<file path="config.mk">
export PLATFORM = sky130hd
export DESIGN_NAME = mips_multdiv_unit
export DESIGN_NICKNAME = d
export VERILOG_FILES = /design/src/rtl/mips_multdiv_pkg.sv /design/src/rtl/multdiv_step.sv /design/src/rtl/mips_multdiv_unit.sv
export SDC_FILE = /design/constraint.sdc
export NUM_CORES = 1
export LEC_CHECK = 0
export CORE_ASPECT_RATIO = 0.8
export CORE_MARGIN = 2
export CORE_UTILIZATION = 30
export CTS_CLUSTER_SIZE = 14
export DETAILED_ROUTE_END_ITERATION = 7
export GPL_TIMING_DRIVEN = 0
export SKIP_CTS_REPAIR_TIMING = 1
export SLEW_MARGIN = 20
export SYNTH_ARGS = -nofsm -noshare
export SYNTH_HDL_FRONTEND = slang
export SYNTH_SLANG_ARGS = --single-unit
export TNS_END_PERCENT = 10
</file>
<file path="constraint.sdc">
create_clock -name clk -period 5.25 [get_ports clk]
set_input_delay 0.7875 -clock clk [delete_from_list [all_inputs] [get_ports clk]]
set_output_delay 0.7875 -clock clk [all_outputs]
set_load 0.03 [all_outputs]
</file>
<file path="src/rtl/mips_multdiv_pkg.sv">
// Shared types and constants for the MIPS multiply/divide unit.
package mips_multdiv_pkg;

   // Decoded HI/LO operation; encodings 6 and 7 do nothing.
   typedef enum logic [2:0] {
      MULT  = 3'd0,
      MULTU = 3'd1,
      DIV   = 3'd2,
      DIVU  = 3'd3,
      MTHI  = 3'd4,
      MTLO  = 3'd5,
      NOP6  = 3'd6,
      NOP7  = 3'd7
   } multdiv_op_t;

   typedef enum logic [1:0] {
      IDLE = 2'd0,
      RUN  = 2'd1,
      FIN  = 2'd2
   } multdiv_state_t;

   // Selects shift-add (multiply) or restoring shift-subtract (divide) in one iteration.
   typedef enum logic {
      StepMul = 1'b0,
      StepDiv = 1'b1
   } step_mode_t;

   localparam int unsigned MULTDIV_ITERS = 32;
   localparam int unsigned MULTDIV_CNT_W = $clog2(MULTDIV_ITERS);

endpackage

</file>
<file path="src/rtl/multdiv_step.sv">
// One combinational iteration of the multiply/divide datapath.
// Multiply: acc_i is the upper product half, bit_i the current multiplier LSB; bit_o is the bit
// that shifts into the top of the lower product half.
// Divide: acc_i is the partial remainder, bit_i the next dividend bit; bit_o is the quotient bit.
module multdiv_step
   import mips_multdiv_pkg::*;
#(
   parameter int unsigned WIDTH = 32
) (
   input  logic [WIDTH-1:0] acc_i,
   input  logic [WIDTH-1:0] operand_i,
   input  logic             bit_i,
   input  step_mode_t       mode_i,
   output logic [WIDTH-1:0] acc_o,
   output logic             bit_o
);

   logic [WIDTH:0] sum;
   logic [WIDTH:0] shifted;
   logic [WIDTH:0] diff;

   // Compute both candidate iterations and pick the one for the active mode.
   always_comb begin
      sum     = {1'b0, acc_i} + (bit_i ? {1'b0, operand_i} : {(WIDTH + 1){1'b0}});
      shifted = {acc_i, bit_i};
      diff    = shifted - {1'b0, operand_i};
      acc_o   = sum[WIDTH:1];
      bit_o   = sum[0];
      if (mode_i == StepDiv) begin
         // Remainder stays below the divisor, so a clear top bit means no borrow.
         if (!diff[WIDTH]) begin
            acc_o = diff[WIDTH-1:0];
            bit_o = 1'b1;
         end else begin
            acc_o = shifted[WIDTH-1:0];
            bit_o = 1'b0;
         end
      end
   end

endmodule

</file>
<file path="src/rtl/mips_multdiv_unit.sv">
// Iterative multiply/divide unit with architectural HI/LO registers.
// Optional build macro: MULTDIV_FAST_MULT_EN selects a single-cycle combinational multiplier
// for MULT/MULTU; divides always take the iterative path.
module mips_multdiv_unit
   import mips_multdiv_pkg::*;
#(
   parameter int unsigned WIDTH = 32
) (
   input  logic             clk,
   input  logic             reset,
   input  logic             start,
   input  multdiv_op_t      op,
   input  logic [WIDTH-1:0] a,
   input  logic [WIDTH-1:0] b,
   output logic [WIDTH-1:0] hi,
   output logic [WIDTH-1:0] lo,
   output logic             busy,
   output logic             done
);

   localparam logic [MULTDIV_CNT_W-1:0] LastCnt = MULTDIV_CNT_W'(MULTDIV_ITERS - 1);

   multdiv_state_t           state_q;
   logic [MULTDIV_CNT_W-1:0] cnt_q;
   logic [WIDTH-1:0]         acc_q, low_q, opnd_q;
   step_mode_t               mode_q;
   logic                     neg_q, rem_neg_q, dbz_q;
   logic [WIDTH-1:0]         hi_q, lo_q;
   logic                     done_q;

   logic             div_op, mul_op, iter_op, is_signed, a_neg, b_neg;
   logic [WIDTH-1:0] a_mag, b_mag;
   logic             step_bit_in, step_bit_out;
   logic [WIDTH-1:0] step_acc, low_d;
   logic [2*WIDTH-1:0] prod, prod_fix;
   logic [WIDTH-1:0] quot, rem, fin_hi, fin_lo;

   // Decode the request and form operand magnitudes and sign flags.
   always_comb begin
      div_op    = (op == DIV) || (op == DIVU);
      mul_op    = (op == MULT) || (op == MULTU);
`ifdef MULTDIV_FAST_MULT_EN
      iter_op   = div_op;
`else
      iter_op   = div_op || mul_op;
`endif
      is_signed = (op == MULT) || (op == DIV);
      a_neg     = is_signed && a[WIDTH-1];
      b_neg     = is_signed && b[WIDTH-1];
      a_mag     = a_neg ? -a : a;
      b_mag     = b_neg ? -b : b;
   end

`ifdef MULTDIV_FAST_MULT_EN
   logic [2*WIDTH-1:0] a_ext, b_ext, fast_prod;

   // Sign- or zero-extend so the low 2*WIDTH product bits are exact for either signedness.
   always_comb begin
      a_ext     = is_signed ? {{WIDTH{a[WIDTH-1]}}, a} : {{WIDTH{1'b0}}, a};
      b_ext     = is_signed ? {{WIDTH{b[WIDTH-1]}}, b} : {{WIDTH{1'b0}}, b};
      fast_prod = a_ext * b_ext;
   end
`endif

   // Multiply shifts the low half right (LSB is the multiplier bit); divide shifts it left.
   always_comb begin
      step_bit_in = (mode_q == StepDiv) ? low_q[WIDTH-1] : low_q[0];
      low_d       = (mode_q == StepDiv) ? {low_q[WIDTH-2:0], step_bit_out}
                                        : {step_bit_out, low_q[WIDTH-1:1]};
   end

   multdiv_step #(
      .WIDTH (WIDTH)
   ) u_step (
      .acc_i     (acc_q),
      .operand_i (opnd_q),
      .bit_i     (step_bit_in),
      .mode_i    (mode_q),
      .acc_o     (step_acc),
      .bit_o     (step_bit_out)
   );

   // Sign correction of the finished magnitude result.
   always_comb begin
      prod     = {acc_q, low_q};
      prod_fix = neg_q ? -prod : prod;
      quot     = neg_q ? -low_q : low_q;
      rem      = rem_neg_q ? -acc_q : acc_q;
      fin_hi   = prod_fix[2*WIDTH-1:WIDTH];
      fin_lo   = prod_fix[WIDTH-1:0];
      if (mode_q == StepDiv) begin
         // Divide by zero leaves the dividend in the remainder; quotient is forced to all ones.
         fin_hi = rem;
         fin_lo = dbz_q ? {WIDTH{1'b1}} : quot;
      end
   end

   // Control FSM, iteration datapath and HI/LO architectural state.
   always_ff @(posedge clk) begin
      if (!reset) begin
         state_q   <= IDLE;
         cnt_q     <= '0;
         acc_q     <= '0;
         low_q     <= '0;
         opnd_q    <= '0;
         mode_q    <= StepMul;
         neg_q     <= 1'b0;
         rem_neg_q <= 1'b0;
         dbz_q     <= 1'b0;
         hi_q      <= '0;
         lo_q      <= '0;
         done_q    <= 1'b0;
      end else begin
         done_q <= 1'b0;
         unique case (state_q)
            IDLE: begin
               if (start) begin
                  if (iter_op) begin
                     state_q   <= RUN;
                     cnt_q     <= '0;
                     acc_q     <= '0;
                     mode_q    <= div_op ? StepDiv : StepMul;
                     low_q     <= div_op ? a_mag : b_mag;
                     opnd_q    <= div_op ? b_mag : a_mag;
                     neg_q     <= a_neg ^ b_neg;
                     rem_neg_q <= a_neg;
                     dbz_q     <= div_op && (b == '0);
                  end else if (op == MTHI) begin
                     hi_q <= a;
                  end else if (op == MTLO) begin
                     lo_q <= a;
`ifdef MULTDIV_FAST_MULT_EN
                  end else if (mul_op) begin
                     hi_q   <= fast_prod[2*WIDTH-1:WIDTH];
                     lo_q   <= fast_prod[WIDTH-1:0];
                     done_q <= 1'b1;
`endif
                  end
               end
            end
            RUN: begin
               acc_q <= step_acc;
               low_q <= low_d;
               cnt_q <= cnt_q + 1'b1;
               if (cnt_q == LastCnt) begin
                  state_q <= FIN;
               end
            end
            FIN: begin
               hi_q    <= fin_hi;
               lo_q    <= fin_lo;
               done_q  <= 1'b1;
               state_q <= IDLE;
            end
            default: state_q <= IDLE;
         endcase
      end
   end

   assign hi   = hi_q;
   assign lo   = lo_q;
   assign busy = (state_q != IDLE);
   assign done = done_q;

endmodule

</file>
== Yosys cells after proc, flatten, opt, wreduce, memory -nomap -nowiden ==
Index checks and enable logic that the tools add are counted.
Cells by class
  bitwise logic cells: 1
  $add $sub $neg: 8
  reductions and logical operators: 18
  muxes and demuxes: 41
  equality and inequality tests: 15
Operator list (number)
  two-way mux 32 bit: 24
  case mux 32 bit (2 select lines): 4
  negation 32 bit: 4
  two-way mux 64 bit: 1
  negation 64 bit: 1
  adder 32 x 33 -> 33 bit: 1
  subtractor 33 x 32 -> 33 bit: 1
  zero test 32 bit: 1
  inequality test 2 bit (second input constant): 7
  two-way mux 5 bit: 2
  case mux 5 bit (2 select lines): 1
  AND reduction 3 bit: 3
  == test 3 x 2 -> 1 bit (second input constant): 2
  == test 3 bit (second input constant): 2
  two-way mux 2 bit: 3
  nonzero test 2 bit: 3
  adder 5 x 1 -> 5 bit (second input constant): 1
  == test 5 bit (second input constant): 1
  two-way mux 1 bit: 5
  AND reduction 5 bit: 1
  logical OR 1 bit: 4
  case mux 2 bit (2 select lines): 1
  AND reduction 4 bit: 1
  == test 3 x 1 -> 1 bit (second input constant): 1
  other kinds (6): 8
Word-level totals
  input bits: 70
  bits in registers: 172
  output and inout bits: 66
  word-level logic and storage cells: 95

== Depth between registers and ports, before layout ==
  depth in word-level cells: 8
  gate-level depth with buffers: 16

== Hierarchy ==
Synthesis repeated with hierarchy kept, for this count alone.
Second synthesis, totals
  cells, all modules: 2050
  area, all modules: 15217.1 µm²
Modules (own cells, without submodules)
  mips_multdiv_unit: area each 10816.6 µm², cells an instance 1404, times used 1
  multdiv_step: area each 4400.5 µm², cells an instance 646, times used 1

== Worst setup path after synthesis ==
No wires, ideal clock.
  kind: register to register
  start: register mode_q
  end: register acc_q[10]
  stages on the path, launching flop included: 16
  data arrival time: 3706 ps
  required time: 5122 ps
  period minus slack after synthesis: 3833 ps
  library setup time: 128 ps
  path slack: 1417 ps
  cells stage by stage: dfxtp_1 -> clkbuf_1 -> mux2i_1 -> clkbuf_1 -> ha_1 -> fa_1 -> nand2b_1 -> a21oi_2 -> o211ai_1 -> o41a_1 -> o21a_1 -> o31a_4 -> xnor2_4 -> buf_6 -> mux2i_1 -> o21ai_1
On the way
  longest elaborated chain between the ends: 5
  elaborated cells on any way between the ends: 7
  those cells by class: add/sub (2); mux (5)
RTL lines
  from (decl): RTL line mips_multdiv_unit.sv:26  | step_mode_t mode_q;
  from (signal assigned): RTL line mips_multdiv_unit.sv:106  | mode_q <= StepMul;
  from (signal assigned): RTL line mips_multdiv_unit.sv:122  | mode_q <= div_op ? StepDiv : StepMul;
  two-way mux 1 bit: RTL line mips_multdiv_unit.sv:67  | step_bit_in = (mode_q == StepDiv) ? low_q[WIDTH-1] : low_q[0];
  two-way mux 32 bit or subtractor 33 x 32 -> 33 bit (tied branches): RTL line multdiv_step.sv:24, multdiv_step.sv:26
  adder 32 x 33 -> 33 bit or two-way mux 32 bit (tied branches): RTL line multdiv_step.sv:24, multdiv_step.sv:31
  two-way mux 32 bit *: RTL line multdiv_step.sv:29  | if (mode_i == StepDiv) begin
  case mux 32 bit (2 select lines) *: RTL line mips_multdiv_unit.sv:115  | unique case (state_q)
  to (signal assigned): RTL line mips_multdiv_unit.sv:142  | acc_q <= step_acc;
  to (decl): RTL line mips_multdiv_unit.sv:25  | logic [WIDTH-1:0] acc_q, low_q, opnd_q;
Every way passes the cells marked *; elsewhere a longest branch is shown, timed or not.
A chain may end at the register's enable or synchronous reset.

== Worst setup path in the final report ==
  start: register mode_q
  end: register acc_q[6]
The elaborated chain is that of the path after synthesis.

==> impl_metrics.json <==
{
  "cap_viol_max_count": 0,
  "syn_avg_cell_area_um2": 7.51,
  "die-width_um": 250,
  "fin_skew_ps": 10.6,
  "met1_length_um": 30500,
  "synth_ff_type": "dfxtp_1",
  "rsz0062_at_grt": "no",
  "gp_congestion": 0.993,
  "grt-ovfl-total": 0,
  "synth_top_area_share_pct": 23.8,
  "vias": 15900,
  "io_buffers": 131,
  "final-setup-viol-count": 0,
  "max-slew-margin-rel_pct": 39.8,
  "cts_buffers": 17,
  "p_per_area_nw_per_um2": 227,
  "cp-start-kind": "register",
  "cts_htree_levels": 4,
  "synth_area_um2": 14500,
  "synth_cell_types": 83,
  "synthArstFlopShare_pct": 0,
  "ioPinCount": 136,
  "antenna_found_initial": 0,
  "highest_layer": "met5",
  "grt_max_degree": 17,
  "crit_arrival_ps": 5420,
  "yosys_warnings": 0,
  "clockBufferDepth": 2,
  "min_period_ps": 5090,
  "syn_to_final_growth_pct": 18.6,
  "period_share_pct": 97.0,
  "max_freq_mhz": 196,
  "ys_ff_latch": 172,
  "yosysSeqAreaShare_pct": 23.8,
  "hp-class": "register to register",
  "drive_gt1_share_pct": 3.35,
  "cp_common_cell": "clkbuf_1",
  "dr_wl_met3_um": 7900,
  "dpl.hpwl_um": 53000,
  "hold-worst-slack_ps": 466,
  "diodes": 0,
  "power.leakage_nw": 6.49,
  "cpPeakStageDelay_ps": 540,
  "met2WireLength_um": 24600,
  "core_area_um2": 47300,
  "synth.area.top_cells": "dfxtp_1 (24%), xnor2_1 (6.2%), ha_1 (6.1%)",
  "grt_pass1_wl_um": 95900,
  "crit_fanout": 10,
  "first_pass_iters": 6,
  "synth_edf_count": 0,
  "worstSetupPathType": "register to register",
  "wl_per_cell_um": 23.9,
  "synthesis.nets": 2071,
  "cp.required_ps": 5580,
  "finalWirelength_um": 64600,
  "cpMaxStageDelayCell": "o41a_1",
  "drc": 0,
  "irDropWorstVdd_mv": 0.235,
  "worst_pin_slew_ps": 895,
  "status": "finished clean",
  "cts_tree": "yes",
  "drt-initial-drc-count": 1686,
  "rows": 71,
  "hold_violations": 0,
  "first_global_vias": 14900,
  "ant_nets": 0,
  "endpoint_kind": "register",
  "clock_latency_ps": 460,
  "path_clk_slew_ps": 70,
  "vias_per_cell": 5.85,
  "drv_slew": 0,
  "die_y_um": 201,
  "die_area_um2": 50100,
  "crit_chain": "clkbuf_1, mux2i_2, clkbuf_1, ha_1, fa_1, nand2b_1, a21oi_2, o211ai_1, o41a_1, o21a_1, o31a_4, xnor2_4, buf_6, mux2i_1, o21ai_1",
  "final_nets": 2221,
  "synth_top_cell_by_area": "dfxtp_1",
  "syn_inst": 1928,
  "cts_root_buf": "clkbuf_16",
  "start_util_pct": 30.6,
  "grtUsageTotal_pct": 25.3,
  "cts_num_sinks": 172,
  "fin_setup_tns_ps": 0
}
cells by family after synthesis:
kind of cell	count (synthesis)	synth area share, %
compound gates	672	30.7
xor+xnor	171	10.5
fa+ha+maj	73	6.41
buf+inv	189	5.11
flops	172	23.8
mux	65	4.54
simple gates	586	19.0
state kept, by name (all words and copies together) (netlist names):
name / count
acc_q: 32
rem_neg_q: 1
neg_q: 1
mode_q: 1
dbz_q: 1
lo: 32
opnd_q: 32
hi: 32
state_q: 2
low_q: 32
cnt_q: 5
done: 1
metrics by stage:
step	setup slack (ps)	cell area, um2	power (mW)	std cells	util [%]
floorplan	1420	14500	2.12	1928	-
global placement	150	16600	2.54	2679	35.0
detailed placement	151	16600	2.54	2679	35.0
CTS	92.6	17200	3.89	2710	36.3
global route	28.9	17200	4.05	2710	36.3
finish	155	17200	3.90	2710	36.3
final timing paths:
kind	from	endpoint	slack [ps]	cells past startpoint
hold / removal	opnd_q[29]	opnd_q[29]	470	2
setup / recovery	mode_q	acc_q[6]	160	15
setup reg to reg	mode_q	acc_q[6]	160	15
hold reg to reg	opnd_q[29]	opnd_q[29]	470	2
layer usage:
layer  vias to the layer above  global-route usage, %
met2                       850                   33.7
met3                        86                   8.90
met5                         -                   1.71
met1                      7608                   37.4
met4                         2                   7.08
li1                       7314                      -
placed cells by master, fill, tap and decap left out, drive strengths merged, types with 12 or more instances in the layout:
master	Yosys	routed
a211oi	14	14
a21boi	57	57
a21o	29	29
a21oi	145	145
a22oi	23	23
a31oi	19	19
and3	14	14
buf	19	19
clkbuf	112	131
clkdlybuf4s50	0	131
dfxtp	172	172
ha	71	71
inv	58	61
mux2i	59	59
nand2	219	219
nand2b	22	22
nand3	36	36
nand4	12	12
nor2	154	154
nor2b	20	20
nor3	28	28
nor4	14	14
o211a	15	15
o211ai	63	63
o21a	15	15
o21ai	163	163
o221ai	39	39
o31ai	29	29
or3	14	14
xnor2	103	103
xor2	68	68
report_power, final:
group          internal [mW]  switching [mW]
Sequential              1.36          0.0693
Combinational          0.406           0.725
Clock                  0.730           0.611
cells in the mapped netlist, types with 29 or more instances:
library cell and number:
o21ai_0 135, inv_1 58, o221ai_1 38, xnor2_1 102, nand2_1 219, dfxtp_1 172, clkbuf_1 112, nor2_1 154
a21oi_1 144, a21boi_0 57, mux2i_1 59, a21o_1 29, xor2_1 68, nand3_1 36, o211ai_1 63, ha_1 71
worst max-delay path, delay by kind of cell (launching register included):
| family | cells | cell delay (ps) |
|---|---|---|
| mux | 2 | 530 |
| flops | 1 | 310 |
| xor+xnor | 1 | 380 |
| fa+ha+maj | 2 | 750 |
| simple gates | 1 | 200 |
| buf+inv | 3 | 1060 |
| compound gates | 6 | 1690 |
final cells by class:
class | count | area [um2]
Multi-Input combinational cell | 1567 | 10300
Sequential cell | 172 | 3440
Timing Repair Buffer | 131 | 1310
Clock inverter | 12 | 139
Tap cell | 620 | 776
Clock buffer | 19 | 453
Inverter | 58 | 218
Buffer | 131 | 523
Fill cell | 4985 | 30200
Note: power is estimated with default switching activity, not from simulation.
